<file path="src/rtl/jtdsp16_pkg.sv">
// Shared DSP16 definitions: cache FSM encoding, sizes and do/redo field positions.
package jtdsp16_pkg;
  localparam int DW    = 16;
  localparam int DEPTH = 15;
  localparam int KW    = 7;

  // do/redo instruction fields as seen by the decoder
  localparam int K_LSB  = 0;
  localparam int K_MSB  = K_LSB + KW - 1;
  localparam int NI_LSB = 7;
  localparam int NI_MSB = NI_LSB + 3;

  typedef enum logic [1:0] {
    ST_IDLE = 2'd0,
    ST_FILL = 2'd1,
    ST_LOOP = 2'd2
  } cache_st_t;
endpackage

</file>
<file path="src/rtl/jtdsp16_cache_if.sv">
// Decoder/ROM side bus of the instruction cache.
interface jtdsp16_cache_if #(
  parameter int DW = 16,
  parameter int KW = 7
);
  logic          cen;
  logic          do_en;
  logic [3:0]    do_ni;
  logic [KW-1:0] do_k;
  logic          redo_en;
  logic [KW-1:0] redo_k;
  logic          inst_adv;
  logic [DW-1:0] rom_data;
  logic [DW-1:0] cache_data;
  logic          cache_sel;
  logic          pc_halt;
  logic          loop_done;

  modport master (
    output cen, do_en, do_ni, do_k, redo_en, redo_k, inst_adv, rom_data,
    input  cache_data, cache_sel, pc_halt, loop_done
  );
  modport slave (
    input  cen, do_en, do_ni, do_k, redo_en, redo_k, inst_adv, rom_data,
    output cache_data, cache_sel, pc_halt, loop_done
  );
endinterface

</file>
<file path="src/rtl/jtdsp16_cache_mem.sv">
// Loop body register file: one synchronous write port, one combinational read port.
module jtdsp16_cache_mem #(
  parameter int DW    = 16,
  parameter int DEPTH = 15
) (
  input  logic          clk,
  input  logic          cen,
  input  logic          we,
  input  logic [3:0]    waddr,
  input  logic [DW-1:0] wdata,
  input  logic [3:0]    raddr,
  output logic [DW-1:0] rdata
);
  localparam logic [3:0] LAST = 4'(DEPTH - 1);

  logic [DW-1:0] mem [DEPTH];

  // contents are deliberately not reset so a redo after loop_done can replay them
  always_ff @(posedge clk)
    if (cen && we && waddr <= LAST) mem[waddr] <= wdata;

  assign rdata = (raddr <= LAST) ? mem[raddr] : '0;
endmodule

</file>
<file path="src/rtl/jtdsp16_cache.sv">
// DSP16 instruction cache / hardware loop controller for do K {NI} and redo K.
module jtdsp16_cache
  import jtdsp16_pkg::*;
#(
  parameter int DW    = jtdsp16_pkg::DW,
  parameter int DEPTH = jtdsp16_pkg::DEPTH,
  parameter int KW    = jtdsp16_pkg::KW
) (
  input  logic            clk,
  input  logic            rst,
  jtdsp16_cache_if.slave  bus
);
  cache_st_t     st;
  logic [3:0]    ni, ptr;
  logic [KW-1:0] cnt;
  logic          valid;
  logic          sel_r, halt_r, done_r;

  logic adv, last, cnt_one, do_ok, redo_ok, we;

  // an inst_adv coincident with do/redo consumes the do/redo word itself
  assign adv     = bus.inst_adv & ~bus.do_en & ~bus.redo_en;
  assign last    = ptr == ni - 4'd1;
  assign cnt_one = cnt == KW'(1);
  assign do_ok   = bus.do_en && bus.do_ni != 4'd0 && bus.do_ni <= 4'(DEPTH)
                   && bus.do_k != '0;
  assign redo_ok = bus.redo_en && valid && bus.redo_k != '0;
  assign we      = st == ST_FILL && adv;

  always_ff @(posedge clk or posedge rst) begin
    if (rst) begin
      st     <= ST_IDLE;
      ni     <= '0;
      cnt    <= '0;
      ptr    <= '0;
      valid  <= 1'b0;
      sel_r  <= 1'b0;
      halt_r <= 1'b0;
      done_r <= 1'b0;
    end else if (bus.cen) begin
      done_r <= 1'b0;
      case (st)
        ST_IDLE: begin
          if (do_ok) begin
            ni    <= bus.do_ni;
            cnt   <= bus.do_k;
            ptr   <= '0;
            valid <= 1'b0;
            st    <= ST_FILL;
          end else if (redo_ok) begin
            cnt    <= bus.redo_k;
            ptr    <= '0;
            st     <= ST_LOOP;
            sel_r  <= 1'b1;
            halt_r <= 1'b1;
          end
        end
        ST_FILL: if (adv) begin
          if (!last) ptr <= ptr + 4'd1;
          else begin
            valid <= 1'b1;
            ptr   <= '0;
            if (cnt_one) begin
              done_r <= 1'b1;
              st     <= ST_IDLE;
            end else begin
              cnt    <= cnt - KW'(1);
              st     <= ST_LOOP;
              sel_r  <= 1'b1;
              halt_r <= 1'b1;
            end
          end
        end
        ST_LOOP: if (adv) begin
          if (!last) ptr <= ptr + 4'd1;
          else if (cnt_one) begin
            done_r <= 1'b1;
            ptr    <= '0;
            st     <= ST_IDLE;
            sel_r  <= 1'b0;
            halt_r <= 1'b0;
          end else begin
            cnt <= cnt - KW'(1);
            ptr <= '0;
          end
        end
        default: begin
          st     <= ST_IDLE;
          sel_r  <= 1'b0;
          halt_r <= 1'b0;
        end
      endcase
    end
  end

  jtdsp16_cache_mem #(.DW(DW), .DEPTH(DEPTH)) u_mem (
    .clk   (clk),
    .cen   (bus.cen),
    .we    (we),
    .waddr (ptr),
    .wdata (bus.rom_data),
    .raddr (ptr),
    .rdata (bus.cache_data)
  );

  assign bus.cache_sel = sel_r;
  assign bus.pc_halt   = halt_r;
  assign bus.loop_done = done_r;
endmodule

</file>
<file path="src/flat_wrapper.sv">
// flat-port wrapper written by rule: the top's interface ports become plain ports
module jtdsp16_cache_flat import jtdsp16_pkg::*;
#(
  parameter int DW    = jtdsp16_pkg::DW,
  parameter int DEPTH = jtdsp16_pkg::DEPTH,
  parameter int KW    = jtdsp16_pkg::KW
)
  (clk, rst, bus_cen, bus_do_en, bus_do_ni, bus_do_k, bus_redo_en, bus_redo_k, bus_inst_adv, bus_rom_data, bus_cache_data, bus_cache_sel, bus_pc_halt, bus_loop_done);
  jtdsp16_cache_if #(.DW(DW), .KW(KW)) bus_i ();
  input  logic clk;
  input  logic rst;
  input wire logic [$bits(bus_i.cen)-1:0] bus_cen;
  input wire logic [$bits(bus_i.do_en)-1:0] bus_do_en;
  input wire logic [$bits(bus_i.do_ni)-1:0] bus_do_ni;
  input wire logic [$bits(bus_i.do_k)-1:0] bus_do_k;
  input wire logic [$bits(bus_i.redo_en)-1:0] bus_redo_en;
  input wire logic [$bits(bus_i.redo_k)-1:0] bus_redo_k;
  input wire logic [$bits(bus_i.inst_adv)-1:0] bus_inst_adv;
  input wire logic [$bits(bus_i.rom_data)-1:0] bus_rom_data;
  output wire logic [$bits(bus_i.cache_data)-1:0] bus_cache_data;
  output wire logic [$bits(bus_i.cache_sel)-1:0] bus_cache_sel;
  output wire logic [$bits(bus_i.pc_halt)-1:0] bus_pc_halt;
  output wire logic [$bits(bus_i.loop_done)-1:0] bus_loop_done;
  assign bus_i.cen = bus_cen;
  assign bus_i.do_en = bus_do_en;
  assign bus_i.do_ni = bus_do_ni;
  assign bus_i.do_k = bus_do_k;
  assign bus_i.redo_en = bus_redo_en;
  assign bus_i.redo_k = bus_redo_k;
  assign bus_i.inst_adv = bus_inst_adv;
  assign bus_i.rom_data = bus_rom_data;
  assign bus_cache_data = bus_i.cache_data;
  assign bus_cache_sel = bus_i.cache_sel;
  assign bus_pc_halt = bus_i.pc_halt;
  assign bus_loop_done = bus_i.loop_done;
  jtdsp16_cache #(.DW(DW), .DEPTH(DEPTH), .KW(KW)) u_core (.clk(clk), .rst(rst), .bus(bus_i));
endmodule
</file>
<file path="config.mk">
export PLATFORM = sky130hd
export DESIGN_NAME = jtdsp16_cache_flat
export DESIGN_NICKNAME = d
export VERILOG_FILES = /design/src/rtl/jtdsp16_pkg.sv /design/src/rtl/jtdsp16_cache_if.sv /design/src/rtl/jtdsp16_cache_mem.sv /design/src/rtl/jtdsp16_cache.sv /design/src/flat_wrapper.sv
export SDC_FILE = /design/constraint.sdc
export NUM_CORES = 1
export LEC_CHECK = 0
export ABC_AREA = 1
export CORE_MARGIN = 4
export CORE_UTILIZATION = 47
export CTS_CLUSTER_SIZE = 8
export DETAILED_ROUTE_END_ITERATION = 7
export GPL_ROUTABILITY_DRIVEN = 0
export PLACE_DENSITY_LB_ADDON = 0.3
export SLEW_MARGIN = 15
export SYNTH_ARGS = -nofsm -noshare
export SYNTH_HDL_FRONTEND = slang
export SYNTH_SLANG_ARGS = --single-unit
</file>
<file path="constraint.sdc">
create_clock -name clk -period 4.2 [get_ports clk]
set_input_delay 0.42 -clock clk [delete_from_list [all_inputs] [get_ports clk]]
set_output_delay 0.42 -clock clk [all_outputs]
set_load 0.01 [all_outputs]
</file>
==> metrics.md <==
| Metric | Value |
|---|---|
| Leak | around 4.6 nW |
| Die Wd | 161 um |
| Post-synthesis compound-gate area fraction | approximately a tenth |
| Worst Setup End Kind | output port |
| Mapped Cells | ~940 |
| FMAX | about 0.27 GHz |
| Vias per cell | ~5.7 |
| CTS resizes | 0 |
| Slew Limit Fails | 0 |
| Register area | ~7700 um2 |
| CTS max path bufs | 3 |
| Hold_buf cts | 0 |
| Post-route setup slack | about 0.45 ns |
| Layout area overhead | 18.9% |
| Post-DP HPWL | 16.1 mm |
| Fin crit share | about nine tenths |
| Worst R2R Path Depth | 6 |
| Grt ovf | 0 |
| Required time worst endpoint | about 3.8 ns |
| Pwr Total | just under 8 mW |
| First-pass GRT wire length | between 40 and 50 mm |
| PD cells | a little over 600 nW/um2 |
| Starting density of the core | 48.2% |
| Antenna diodes | 0 |
| Synthesis Warnings | 0 |
| Initial DRC count | 906 |
| # DRC | 0 |
| Synth Cell Area | ~11000 um2 |
| Async SR Flop Fraction | approximately 7.7% |
| Critical path class | reg2out |
| Post-Route WL | ~27 mm |
| Crit Path Max Fanout | 37 |
| Predominant post-synthesis flop cell | edfxtp_1 |
| Relative slew slack | around a quarter |
| R2r endpoint | u_core.u_mem.mem[4][5]$_DFFE_PP_ |
| Post-Synth Adder-Cell Area | 1.14% |
| Multiplexer share of the synthesized area | 0.103% |
| Area after DPL | about 12000 um2 |
| Post-synth top area cell | edfxtp_1 |
| Setup TNS | 0 ns |
| Most instantiated cells after synthesis | edfxtp_1, nor2_1, nand2_1, o21ai_0, nand3_1 |
| Simple-gate area share of the yosys netlist | about 15% |
| Postcts setup bufs | 0 |
| Die Height | 161 um |
| Largest net degree at the start of global routing | 50 |
| GRT Util Overall | 20.9% |
| Most numerous cell in the Yosys netlist | edfxtp_1 |
| Netlist cell types | 38 |
| Worst-Margin Slew | ~1.1 ns |
| Post-synth EDFFs | 240 |
| Synth area leaders | edfxtp_1, nor2_1, o21ai_0 |
| H-tree depth | 2 |
| Setup violations, final | 0 |
| IO Count | 59 |
| Worst hold path type | in2async |
| Site row count | 55 |
| Final antenna-violating net count | 0 |
| Syn_area_per_cell | ~12 um2 |
| Final hold viol count | 0 |
| Xor/xnor cell area share of the yosys netlist | 0.639% |
| Clk_skew | ~0.021 ns |
| Max-cap violations | 0 |
| Clock Latency Late Sink | 0.52 ns |
| Worst R2R Start | u_core.ptr[0]$_DFFE_PP0P_ |
| Post-layout min period | about 3.7 ns |
| Vias post-DR | about 7600 |
| Vias in the first global route | ~7500 |
| Clk slew on worst S/H paths | 0.05 ns |
| I/O Buffers | 58 |
| Core Region | between 20000 and 25000 um2 |
| DIE AREA | 25900 um2 |
| Post-layout instance area | 13100 um2 |
| Share of layout cells above drive strength 1 | under 10% |
| Worst slack, placed | about 0.9 ns |
| Nets@finish | ~1100 |
| Startpoint types | register |
| Multi-input logic area | about 3000 um2 |
| Sequential fraction of the synthesis area | a little over two thirds |
| Initial antenna violation count | 0 |
| Clock Sinks | between 200 and 300 |
| TritonCTS buffer count | 38 |
| RSZ-0062 raised after global routing | no |
| Worst Path Arrival | 3.33 ns |
| Reg2Reg Setup Slack | 0.82 ns |
| FILL cells | 1842 |
| Number of synthesized register bits | 260 |
| Maximum vdd drop | approximately 390 uV |
| Synth top area share | 65.7% |
| Pre-antenna DRT Iters | 6 |
| Combinational family with the most area after synthesis | simple AND/OR/NAND/NOR gates |
| Status | completed |
| Root Driver | clkbuf_16 |
| DR WL/cell | 20.3 um |
| Mapped Nets | ~1000 |
| CTS tree | yes |
-- worst max path at each step --
stage | from | cells after the start | end | slack [ns]
global placement | u_core.ptr[0]$_DFFE_PP0P_ | 6 | u_core.u_mem.mem[4][6]$_DFFE_PP_ | 0.89
finish | u_core.ptr[0]$_DFFE_PP0P_ | 9 | bus_cache_data[10] | 0.45
floorplan | u_core.ptr[0]$_DFFE_PP0P_ | 9 | u_core.u_mem.mem[0][0]$_DFFE_PP_ | 1.38
detailed placement | u_core.ptr[0]$_DFFE_PP0P_ | 6 | u_core.u_mem.mem[4][6]$_DFFE_PP_ | 0.90
global route | u_core.ptr[0]$_DFFE_PP0P_ | 9 | bus_cache_data[4] | 0.23
CTS | u_core.ptr[0]$_DFFE_PP0P_ | 9 | bus_cache_data[10] | 0.42
-- final cells by class --
type / count / area share (%)
flip-flops and latches: 260 / 59.1
multi-input cells: 595 / 22.5
clock buffers: 48 / 8.06
repair buffers: 85 / 6.10
well taps: 313 / 3.00
inverters: 34 / 0.988
clock inverters: 1 / 0.230
-- metal layers --
metal	track usage [%]	share of wire, %	up-vias
li1	-	-	3503
met1	29.4	43	3682
met2	33.7	48	343
met3	3.75	7.4	48
met4	6.09	1.9	0
met5	0	0	-
-- critical path, stage by stage (launching register included) --
cell	delay, ns
dfrtp_4	0.66
clkinv_2	0.33
buf_12	0.25
buf_4	0.24
o21ai_0	0.10
o22ai_1	0.21
nand2_1	0.09
and3_1	0.15
a21oi_1	0.18
clkdlybuf4s50_1	0.57
-- kinds of logic (layout without fill, tap and decap cells) --
kind of cell,after synthesis,after routing
AOI/OAI and AO/OA,179,179
xor gates and xnor gates,8,8
adders and majority gates,10,10
buffers and inverters,84,168
DFF,260,260
muxes,1,1
and+or+nand+nor,397,397
-- sequential cells by signal (all words and copies together) (netlist names) --
register and cells:
u_core.ni 4, u_core.cnt 7, u_core.st 2, u_core.bus.loop_done 1, u_core.u_mem.mem 240, u_core.valid 1
u_core.bus.cache_sel 1, u_core.ptr 4
-- placed cells by master, fill, tap and decap left out, types with 3 or more instances in the layout --
cell type and n:
a21oi_1 15, o22ai_1 27, clkbuf_1 7, xnor2_1 3, nor4_1 5, clkdlybuf4s50_1 58
o32ai_1 5, dfrtp_1 19, inv_1 28, and3_1 5, xor2_1 5, ha_1 10
a41oi_1 6, o31ai_1 5, edfxtp_1 240, nor2_1 175, nor2_2 17, o2111ai_1 11
o21ai_0 104, buf_4 26, nand3_1 40, nand2_1 131, clkbuf_16 41, nor3_1 16
clkinv_1 3
-- power breakdown --
part	internal, mW	switching (mW)
clock	1.78	1.01
combinational	0.780	1.32
sequential	2.92	0.0999
-- metrics by stage --
step,util (%),hold WS [ns],cells
3_5_place_dp,52.5,0.488,1287
5_1_grt,57.3,0.458,1336
6_report,57.3,0.360,1336
4_1_cts,57.3,0.385,1336
3_3_place_gp,52.5,0.484,1287
2_1_floorplan,-,0.384,939
Power figures use the tool's default switching activity.
